--- src/rtl/dp_alu_stage.sv ---
`default_nettype none
// ============================================================================
// Module      : dp_alu_stage
// Description : Registered ARM data-processing ALU stage that produces Result
//               and the NZCV flags behind a valid/ready output register.
//               Optional feature macro DP_ALU_OP_COUNT_EN adds an op_count port.
// Revision    : 1.0 - initial release
// ============================================================================
module dp_alu_stage #(
    parameter int WIDTH = 32
) (
    input  logic             clk,
    input  logic             reset,
    input  logic             in_valid,
    output logic             in_ready,
    input  logic [3:0]       opcode,
    input  logic             set_flags,
    input  logic [WIDTH-1:0] Rn,
    input  logic [WIDTH-1:0] Op2,
    input  logic             shifter_carry,
    output logic             out_valid,
    input  logic             out_ready,
    output logic [WIDTH-1:0] Result,
    output logic             write_en,
    output logic [3:0]       flags
`ifdef DP_ALU_OP_COUNT_EN
    ,
    output logic [31:0]      op_count
`endif
);

    localparam logic [3:0] c_OP_AND = 4'h0;
    localparam logic [3:0] c_OP_EOR = 4'h1;
    localparam logic [3:0] c_OP_SUB = 4'h2;
    localparam logic [3:0] c_OP_RSB = 4'h3;
    localparam logic [3:0] c_OP_ADD = 4'h4;
    localparam logic [3:0] c_OP_ADC = 4'h5;
    localparam logic [3:0] c_OP_SBC = 4'h6;
    localparam logic [3:0] c_OP_RSC = 4'h7;
    localparam logic [3:0] c_OP_TST = 4'h8;
    localparam logic [3:0] c_OP_TEQ = 4'h9;
    localparam logic [3:0] c_OP_CMP = 4'hA;
    localparam logic [3:0] c_OP_CMN = 4'hB;
    localparam logic [3:0] c_OP_ORR = 4'hC;
    localparam logic [3:0] c_OP_MOV = 4'hD;
    localparam logic [3:0] c_OP_BIC = 4'hE;
    localparam logic [3:0] c_OP_MVN = 4'hF;

    logic             r_out_valid;
    logic [WIDTH-1:0] r_result;
    logic             r_write_en;
    logic [3:0]       r_flags;

    logic [WIDTH-1:0] w_add_a;
    logic [WIDTH-1:0] w_add_b;
    logic             w_cin;
    logic             w_is_arith;
    logic [WIDTH-1:0] w_logic_res;
    logic [WIDTH:0]   w_sum;
    logic [WIDTH-1:0] w_res;
    logic             w_ovf;
    logic             w_is_cmp;
    logic             w_accept;
    logic             w_upd_flags;
    logic [3:0]       w_flags_next;

    assign in_ready  = !r_out_valid || out_ready;
    assign w_accept  = in_valid && in_ready;
    assign out_valid = r_out_valid;
    assign Result    = r_result;
    assign write_en  = r_write_en;
    assign flags     = r_flags;

    // Every arithmetic form is a single adder; subtracts invert one addend.
    always_comb begin
        w_add_a     = Rn;
        w_add_b     = Op2;
        w_cin       = 1'b0;
        w_is_arith  = 1'b1;
        w_logic_res = Rn & Op2;
        case (opcode)
            c_OP_AND, c_OP_TST: begin
                w_is_arith  = 1'b0;
                w_logic_res = Rn & Op2;
            end
            c_OP_EOR, c_OP_TEQ: begin
                w_is_arith  = 1'b0;
                w_logic_res = Rn ^ Op2;
            end
            c_OP_SUB, c_OP_CMP: begin
                w_add_b = ~Op2;
                w_cin   = 1'b1;
            end
            c_OP_RSB: begin
                w_add_a = Op2;
                w_add_b = ~Rn;
                w_cin   = 1'b1;
            end
            c_OP_ADD, c_OP_CMN: begin
                w_cin = 1'b0;
            end
            c_OP_ADC: begin
                w_cin = r_flags[1];
            end
            c_OP_SBC: begin
                w_add_b = ~Op2;
                w_cin   = r_flags[1];
            end
            c_OP_RSC: begin
                w_add_a = Op2;
                w_add_b = ~Rn;
                w_cin   = r_flags[1];
            end
            c_OP_ORR: begin
                w_is_arith  = 1'b0;
                w_logic_res = Rn | Op2;
            end
            c_OP_MOV: begin
                w_is_arith  = 1'b0;
                w_logic_res = Op2;
            end
            c_OP_BIC: begin
                w_is_arith  = 1'b0;
                w_logic_res = Rn & ~Op2;
            end
            c_OP_MVN: begin
                w_is_arith  = 1'b0;
                w_logic_res = ~Op2;
            end
            default: begin
                w_is_arith = 1'b1;
            end
        endcase
    end

    assign w_sum = {1'b0, w_add_a} + {1'b0, w_add_b} + {{WIDTH{1'b0}}, w_cin};
    assign w_res = w_is_arith ? w_sum[WIDTH-1:0] : w_logic_res;
    assign w_ovf = (w_add_a[WIDTH-1] == w_add_b[WIDTH-1]) &&
                   (w_sum[WIDTH-1] != w_add_a[WIDTH-1]);

    assign w_is_cmp     = (opcode[3:2] == 2'b10);
    assign w_upd_flags  = w_accept && (set_flags || w_is_cmp);
    assign w_flags_next = {w_res[WIDTH-1],
                           ~|w_res,
                           w_is_arith ? w_sum[WIDTH] : shifter_carry,
                           w_is_arith ? w_ovf        : r_flags[0]};

    always_ff @(posedge clk or posedge reset) begin
        if (reset) begin
            r_out_valid <= 1'b0;
            r_result    <= '0;
            r_write_en  <= 1'b0;
        end else if (w_accept) begin
            r_out_valid <= 1'b1;
            r_result    <= w_res;
            r_write_en  <= !w_is_cmp;
        end else if (out_ready) begin
            r_out_valid <= 1'b0;
        end
    end

    // Flags commit at accept so a back-to-back carry-in op sees them.
    always_ff @(posedge clk or posedge reset) begin
        if (reset) begin
            r_flags <= 4'b0000;
        end else if (w_upd_flags) begin
            r_flags <= w_flags_next;
        end
    end

`ifdef DP_ALU_OP_COUNT_EN
    logic [31:0] r_op_count;

    always_ff @(posedge clk or posedge reset) begin
        if (reset) begin
            r_op_count <= '0;
        end else if (w_accept) begin
            r_op_count <= r_op_count + 32'd1;
        end
    end

    assign op_count = r_op_count;
`endif

endmodule
`default_nettype wire
--- config.mk ---
export PLATFORM = sky130hd
export DESIGN_NAME = dp_alu_stage
export DESIGN_NICKNAME = d
export VERILOG_FILES = /design/src/rtl/dp_alu_stage.sv
export SDC_FILE = /design/constraint.sdc
export NUM_CORES = 1
export LEC_CHECK = 0
export BUFFER_PORTS_ARGS = -buffer_cell sky130_fd_sc_hd__buf_2
export CAP_MARGIN = 20
export CORE_MARGIN = 2
export CORE_UTILIZATION = 30
export CTS_CLUSTER_DIAMETER = 80
export DETAILED_ROUTE_END_ITERATION = 8
export GPL_TIMING_DRIVEN = 0
export PLACE_DENSITY = 0.51
export SLEW_MARGIN = 20
export SYNTH_ARGS = -nofsm -noshare
export SYNTH_HDL_FRONTEND = slang
export SYNTH_SLANG_ARGS = --single-unit
export TNS_END_PERCENT = 50
--- constraint.sdc ---
create_clock -name clk -period 4.1 [get_ports clk]
set_clock_uncertainty 0.05 [all_clocks]
set_input_delay 0.615 -clock clk [delete_from_list [all_inputs] [get_ports clk]]
set_output_delay 0.615 -clock clk [all_outputs]
set_load 0.05 [all_outputs]
==> results.json, run 1 <==
{
  "run_status": "finished with violations",
  "violations_in_the_final_reports": "setup timing",
  "p_leak_uw": 0.00418,
  "grt_max_degree": 30,
  "yosys.area_share.adder_pct": 11.4,
  "count_of_unresolved_drc_violations_after_routing": 0,
  "vias_in_the_first_global_route": 8323,
  "fp.dieArea_mm2": 0.0254,
  "globalRouteOverflowTotal": 0,
  "layout.filler_cells": 2598,
  "final_hold_violation_count": 0,
  "crit_fanout": 8,
  "synth.yosys.warnings": 0,
  "dpl.hpwl_um": 26400,
  "multiInputGateArea_mm2": 0.00603,
  "start_kind": "input pin",
  "arrival_time_of_the_worst_setup_path_ps": 4340,
  "cts_buf_count": 5,
  "clk_latency_ps": 290,
  "via_count": 9085,
  "combinational_family_with_the_most_area_after_synthesis": "compound AO/OA/AOI/OAI gates",
  "timing.critical_path.required_ps": 4270,
  "synth_seq_cells": 38,
  "number_of_failing_setup_endpoints_in_the_final_timing_report": 2,
  "dp_worst_setup_slack_ps": -1480,
  "routed_via_density": 5.79,
  "grt_setup_unrepaired": "yes",
  "maxSlewViolCount": 0,
  "synthFlopType": "dfrtp_1",
  "area.sequential_um2": 951,
  "cts_root_buf": "clkbuf_16",
  "io_buffer_count": 111,
  "cp-end-kind": "register",
  "grt_antenna_before_repair": 1,
  "floorplan.die.height_um": 159,
  "synth_compound_gate_area_share_pct": 39.9,
  "async_flop_share_pct": 100,
  "die-width_um": 159,
  "worst-setup-path-type": "input pin to register",
  "power.density_mw_per_mm2": 307,
  "design.final.nets": 1389,
  "drt_first_iter_violations": 930,
  "drv_cap": 0,
  "post_synth_instance_area_mm2": 0.00724,
  "syn-mean-instance-area_um2": 6.65,
  "flow.area_growth_from_synthesis_pct": 28.9,
  "synthSimpleGateAreaFrac_pct": 20.9,
  "gr-usage-all-layers_pct": 25.6,
  "ctsLongestPathBuffers": 2,
  "fmax_ghz": 0.240,
  "drt-total-wl_um": 33900,
  "top_cells_by_area_in_the_synthesized_netlist": "dfrtp_1 (13%), o21ai_0 (13%), ha_1 (11%), nand2_1 (8.4%), a21oi_1 (4.2%)",
  "tightest_slew_ps": 1050,
  "dr.pass1.iters": 5,
  "cts_htree_levels": 2,
  "antennaDiodeCount": 0,
  "detail-route-antenna-nets": 0,
  "synth_top_cell_area_share_pct": 13.1,
  "maxSlewHeadroom_pct": 29.8,
  "final_util_pct": 39.5,
  "final.setup.tns_ps": -86.3,
  "synth_xor_xnor_area_share_pct": 2.18,
  "worst_setup_hold_path_clk_slew_ps": 50,
  "synthesized_nets": 1228,
  "synthMuxAreaShare_pct": 3.68,
  "synth.most_common_cell": "o21ai_0",
  "num_rows": 56,
  "synth_sequential_area_ratio_pct": 13.1,
  "post-route-worst-setup-slack_ps": -70.1,
  "start_util_pct": 30.7,
  "numClockSinks": 38,
  "detail_route.wl_per_cell_um": 21.6,
  "core_region_area_mm2": 0.0236,
  "floorplan.io_pins": 113,
  "worst_ir_drop_vdd_v": 0.000263,
  "number_of_enable_flip_flop_cells_after_synthesis": 0,
  "layout_min_cycle_time_ps": 4170,
  "tritoncts": "yes",
  "layout-drive-gt1-share_pct": 25.2,
  "synthDominantAreaCellType": "dfrtp_1",
  "type_of_the_worst_min_delay_path": "input pin to async pin",
  "synth_top_cells_by_count": "o21ai_0 (188), nand2_1 (162), inv_1 (77)",
  "timing.final.crit_share_pct": 102,
  "report.power.total_uw": 2870,
  "grt_first_pass_wirelength_um": 50600,
  "routabilityCongestion": 0.946,
  "postSynthCellCount": 1089,
  "synth.distinct_cells": 89
}
registers in the layout, indices dropped and copies added (netlist names):
name / flops
Result: 32
flags: 4
out_valid: 1
write_en: 1
through the flow:
| step | cells | area [um^2] | hold WS [ps] |
|---|---|---|---|
| after global routing | 1570 | 9330 | 221 |
| after CTS | 1544 | 8920 | 203 |
| after global placement | 1519 | 8320 | 408 |
| final | 1570 | 9330 | 199 |
| after detailed placement | 1520 | 8350 | 412 |
| after floorplan | 1089 | 7370 | 673 |
path summary, 6_finish.rpt:
path                            startpoint          to  slack (ps)  cells after the start
min in group clk                Result[30]  Result[30]         420                      1
worst min-delay path                 reset  Result[30]         200                      2
max in group asynchronous            reset  Result[11]        3380                      3
worst max-delay path             opcode[3]    flags[2]         -70                     20
worst min register to register  Result[30]  Result[30]         420                      1
worst max register to register    flags[1]    flags[2]         410                     15
where the power goes:
part / internal, uW / switching [uW]
combinational: 653 / 1270
clock: 284 / 151
sequential: 461 / 47.9
worst max-delay path, cell delays in order:
cell and delay, ps:
buf_6 100, buf_12 120, or2_4 280, clkbuf_16 170
clkbuf_16 150, nor2_4 80, a21oi_2 50, fa_2 440
fa_2 400, nand2b_4 170, a211oi_4 290, nor2_4 90
o21ai_4 170, a2111o_1 200, buf_4 120, nand2_1 50
o311a_4 340, a2111oi_4 300, nand4_1 120, nand2_1 70
layer usage:
metal,GRT usage (%),vias up,wire length [um]
met5,0,-,0
met4,7.77,0,921
met3,3.23,65,2690
met2,39.0,449,14400
met1,37.5,4263,15900
li1,-,4308,-
what timing repair did:
| action | 4_1_cts | 5_1_grt |
|---|---|---|
| resized for setup | 73 | 74 |
| hold buffers | 0 | 0 |
| cloned | 2 | 0 |
| pin swaps | 22 | 26 |
| setup buffers | 24 | 30 |
| endpoints found under the setup margin | 31 | 13 |
layout make-up:
class / count / share of cell area, %
flip-flops and latches: 38 / 10.2
clock inverters: 3 / 0.429
multi-input cells: 894 / 64.7
plain buffers: 65 / 4.64
inverters: 78 / 3.25
repair buffers: 168 / 11.2
well taps: 319 / 4.28
clock buffers: 5 / 1.34
kinds of logic (layout without fill, tap and decap cells):
kind of cell,Yosys count,count (layout)
buffers and inverters,157,319
and+or+nand+nor,335,335
muxes,25,25
adders and majority gates,65,65
xor gates and xnor gates,18,18
DFF,38,38
AOI/OAI and AO/OA,451,451
layout by cell type (no fill, tap or decap), types with 6 or more instances in the layout:
master	instances
nor2_1	66
clkbuf_2	7
o22ai_1	16
nand2b_1	6
o21a_1	9
a21oi_1	57
a211oi_1	24
a22oi_1	6
nor3_1	17
nand4_1	7
clkbuf_1	24
nand3_1	17
mux2i_1	11
o211ai_1	13
dfrtp_1	38
a31oi_1	9
o21ai_2	10
ha_1	57
buf_4	53
nand2_1	156
and3_1	6
o31ai_1	20
xnor2_1	13
mux2_2	13
o21ai_1	19
clkbuf_16	7
inv_1	74
o21ai_0	161
nor2b_1	11
buf_6	10
a21o_1	16
buf_2	121
a211o_1	6
Note: power is estimated with default switching activity, not from simulation.
==> run 2, diff against run 1 <==
- ABC_AREA: not set -> 1
- CORE_UTILIZATION: 30 -> 35
- PLACE_DENSITY: 0.51 -> 0.57
==> run 2 against run 1 <==
The flow now finishes without violations. Flip-flop and latch count stayed put. Die area is 16% lower. Clock power is 0.9% lower. Hold slack worse by 26 ps. Count of clock-buffer cells in the layout stayed put. Design area is 11% lower. Synthesized area is 2.3% lower. Register-to-register slack better by 500 ps. Critical path type unchanged. Critical endpoint unchanged. Largest cell class unchanged.
==> results.json, run 2 <==
{
  "synth_sequential_area_ratio_pct": 13.4,
  "grt_antenna_before_repair": 1,
  "via_count": 8912,
  "area.sequential_um2": 951,
  "synth_top_cell_area_share_pct": 24.8,
  "timing.final.crit_share_pct": 95.1,
  "detail-route-antenna-nets": 0,
  "cts_root_buf": "clkbuf_16",
  "drt-total-wl_um": 29500,
  "met2_routed_wl_um": 13000,
  "multiInputGateArea_mm2": 0.00520,
  "worst_setup_hold_path_clk_slew_ps": 60,
  "die-width_um": 146,
  "number_of_enable_flip_flop_cells_after_synthesis": 0,
  "drt_first_iter_violations": 829,
  "floorplan.io_pins": 113,
  "dr.pass1.iters": 6,
  "worst-setup-path-type": "input pin to register",
  "count_of_unresolved_drc_violations_after_routing": 0,
  "number_of_failing_setup_endpoints_in_the_final_timing_report": 0,
  "final.setup.tns_ps": 0,
  "timing.critical_path.required_ps": 4270,
  "start_kind": "input pin",
  "met3WireLength_um": 2880,
  "detail_route.wl_per_cell_um": 17.6,
  "synth.yosys.warnings": 0,
  "gr-usage-all-layers_pct": 26.7,
  "ctsLongestPathBuffers": 2,
  "maxSlewHeadroom_pct": 49.2,
  "tightest_slew_ps": 753,
  "top_cells_by_area_in_the_synthesized_netlist": "nand2_1 (25%), dfrtp_1 (13%), ha_1 (11%), inv_1 (10%), o21ai_0 (7.9%)",
  "power.density_mw_per_mm2": 312,
  "postSynthCellCount": 1284,
  "layout_min_cycle_time_ps": 3900,
  "synthDominantAreaCellType": "nand2_1",
  "run_status": "complete, no violations",
  "cpMostUsedCell": "nand2_1",
  "final_hold_violation_count": 0,
  "cp-end-kind": "register",
  "clk_latency_ps": 280,
  "grt_first_pass_wirelength_um": 44700,
  "arrival_time_of_the_worst_setup_path_ps": 4070,
  "synthesized_nets": 1423,
  "synth_seq_cells": 38,
  "post_synth_instance_area_mm2": 0.00707,
  "timing.reg2reg.setup_slack_ps": 910,
  "top_signal_layer_used": "met4",
  "maxSlewViolCount": 0,
  "number_of_flip_flops_in_the_largest_register": 32,
  "flow.area_growth_from_synthesis_pct": 17.0,
  "synth.most_common_cell": "nand2_1",
  "dp_worst_setup_slack_ps": -814,
  "p_leak_uw": 0.00452,
  "critPathMaxStageDelay_ps": 430,
  "leading_cell_type_in_the_layout_fill_and_taps_excluded": "nand2_1",
  "start_util_pct": 36.0,
  "core_region_area_mm2": 0.0197,
  "grt_max_degree": 33,
  "drv_cap": 0,
  "routed_via_density": 5.32,
  "globalRouteOverflowTotal": 0,
  "layout-drive-gt1-share_pct": 13.6,
  "cts_htree_levels": 2,
  "layout_common_cells": "nand2_1 (463), inv_1 (187), buf_2 (127)",
  "async_flop_share_pct": 100,
  "dpl.hpwl_um": 23800,
  "num_rows": 51,
  "fmax_ghz": 0.256,
  "synthFlopType": "dfrtp_1",
  "synth.distinct_cells": 42,
  "worst_ir_drop_vdd_v": 0.000168,
  "vias_in_the_first_global_route": 8151,
  "layout.filler_cells": 2238,
  "design.final.nets": 1546,
  "syn-mean-instance-area_um2": 5.51,
  "numClockSinks": 38,
  "fp.dieArea_mm2": 0.0214,
  "cts_buf_count": 5,
  "type_of_the_worst_min_delay_path": "input pin to async pin",
  "worst_path_max_delay_cell": "fa_2",
  "io_buffer_count": 112,
  "cpLargestDelayFamily": "simple AND/OR/NAND/NOR gates",
  "post-route-worst-setup-slack_ps": 199,
  "floorplan.die.height_um": 146,
  "routabilityCongestion": 0.956,
  "buffer_and_inverter_count_on_the_worst_path": 5,
  "wl_met1_um": 12700,
  "crit_fanout": 10,
  "tritoncts": "yes",
  "synth_top_cells_by_count": "nand2_1 (467), inv_1 (189), o21ai_0 (111)"
}
[run 2: changes by cell type after synthesis, moves of 25 or more]
| cell | before | now |
|---|---|---|
| o21ai_0 | 188 | 111 |
| nand3_1 | 18 | 78 |
| nand2_1 | 162 | 467 |
| o221ai_1 | 3 | 31 |
| a211oi_1 | 27 | 2 |
| inv_1 | 77 | 189 |
| nor2_1 | 71 | 103 |
[run 2: final cells by class]
cell class / count / area share [%]
antenna: 2 / 0.0605
buffer: 51 / 3.61
clock buffer: 5 / 1.51
clock inverter: 3 / 0.484
inverter: 190 / 8.66
multi-input combinational: 1005 / 62.9
sequential: 38 / 11.5
tap: 265 / 4.01
timing repair buffer: 116 / 7.29
[run 2: path summary, 6_finish.rpt]
path | startpoint | end | cells past startpoint
min in group clk | Result[23] | Result[23] | 2
max in group asynchronous | reset | Result[30] | 3
worst min register to register | Result[23] | Result[23] | 2
worst max-delay path | opcode[0] | flags[2] | 25
worst max register to register | flags[1] | flags[2] | 20
worst min-delay path | reset | Result[4] | 2
[run 2: per-stage QoR]
stage	power, uW	instance area [um^2]	utilization, %	hold slack [ps]	instances
floorplan	1620	7070	-	710	1284
global placement	2090	7970	40.5	409	1661
detailed placement	2110	7990	40.6	420	1662
CTS	2550	8160	41.5	171	1670
global route	2770	8270	42.1	181	1673
finish	2580	8280	42.1	173	1675
[run 2: where the power goes]
part	internal, uW	switching, uW
Combinational	461	1180
Sequential	460	44.0
Clock	284	147
Total	1210	1370
[run 2: cells by family after synthesis]
group,count (synthesis),synth area share [%]
adders and majority gates,65,11.7
DFF,38,13.4
buffers and inverters,241,13.9
AOI/OAI and AO/OA,239,20.1
and+or+nand+nor,694,39.9
xor gates and xnor gates,7,0.973
[run 2: timing repair]
item                       in CTS  in global routing
pin swaps                       0                  2
buffers inserted                0                  3
setup endpoints to repair      14                 10
gates resized for setup         9                 43
hold endpoints to repair        0                  0
hold buffers                    0                  0
[run 2: metal layers]
metal,vias up,global-route usage (%)
met3,62,4.94
met2,395,43.7
met5,-,0
li1,4427,-
met4,0,9.08
met1,4028,35.5
[run 2: worst reg2reg max path, cell delays in order, from the launching register on]
cell and delay, ps:
dfrtp_1 350, inv_1 60, nor3_1 210, o21ai_1 120
fa_2 430, fa_2 390, inv_1 110, nand3_1 90
nand3_2 110, nand2_1 90, nand3_1 160, nand2_1 90
nand3_1 80, nand3_1 130, nand2_1 180, nand2_1 70
nor2_1 120, nand3_1 80, nor2_1 90, nand2_1 60
nand2_1 50
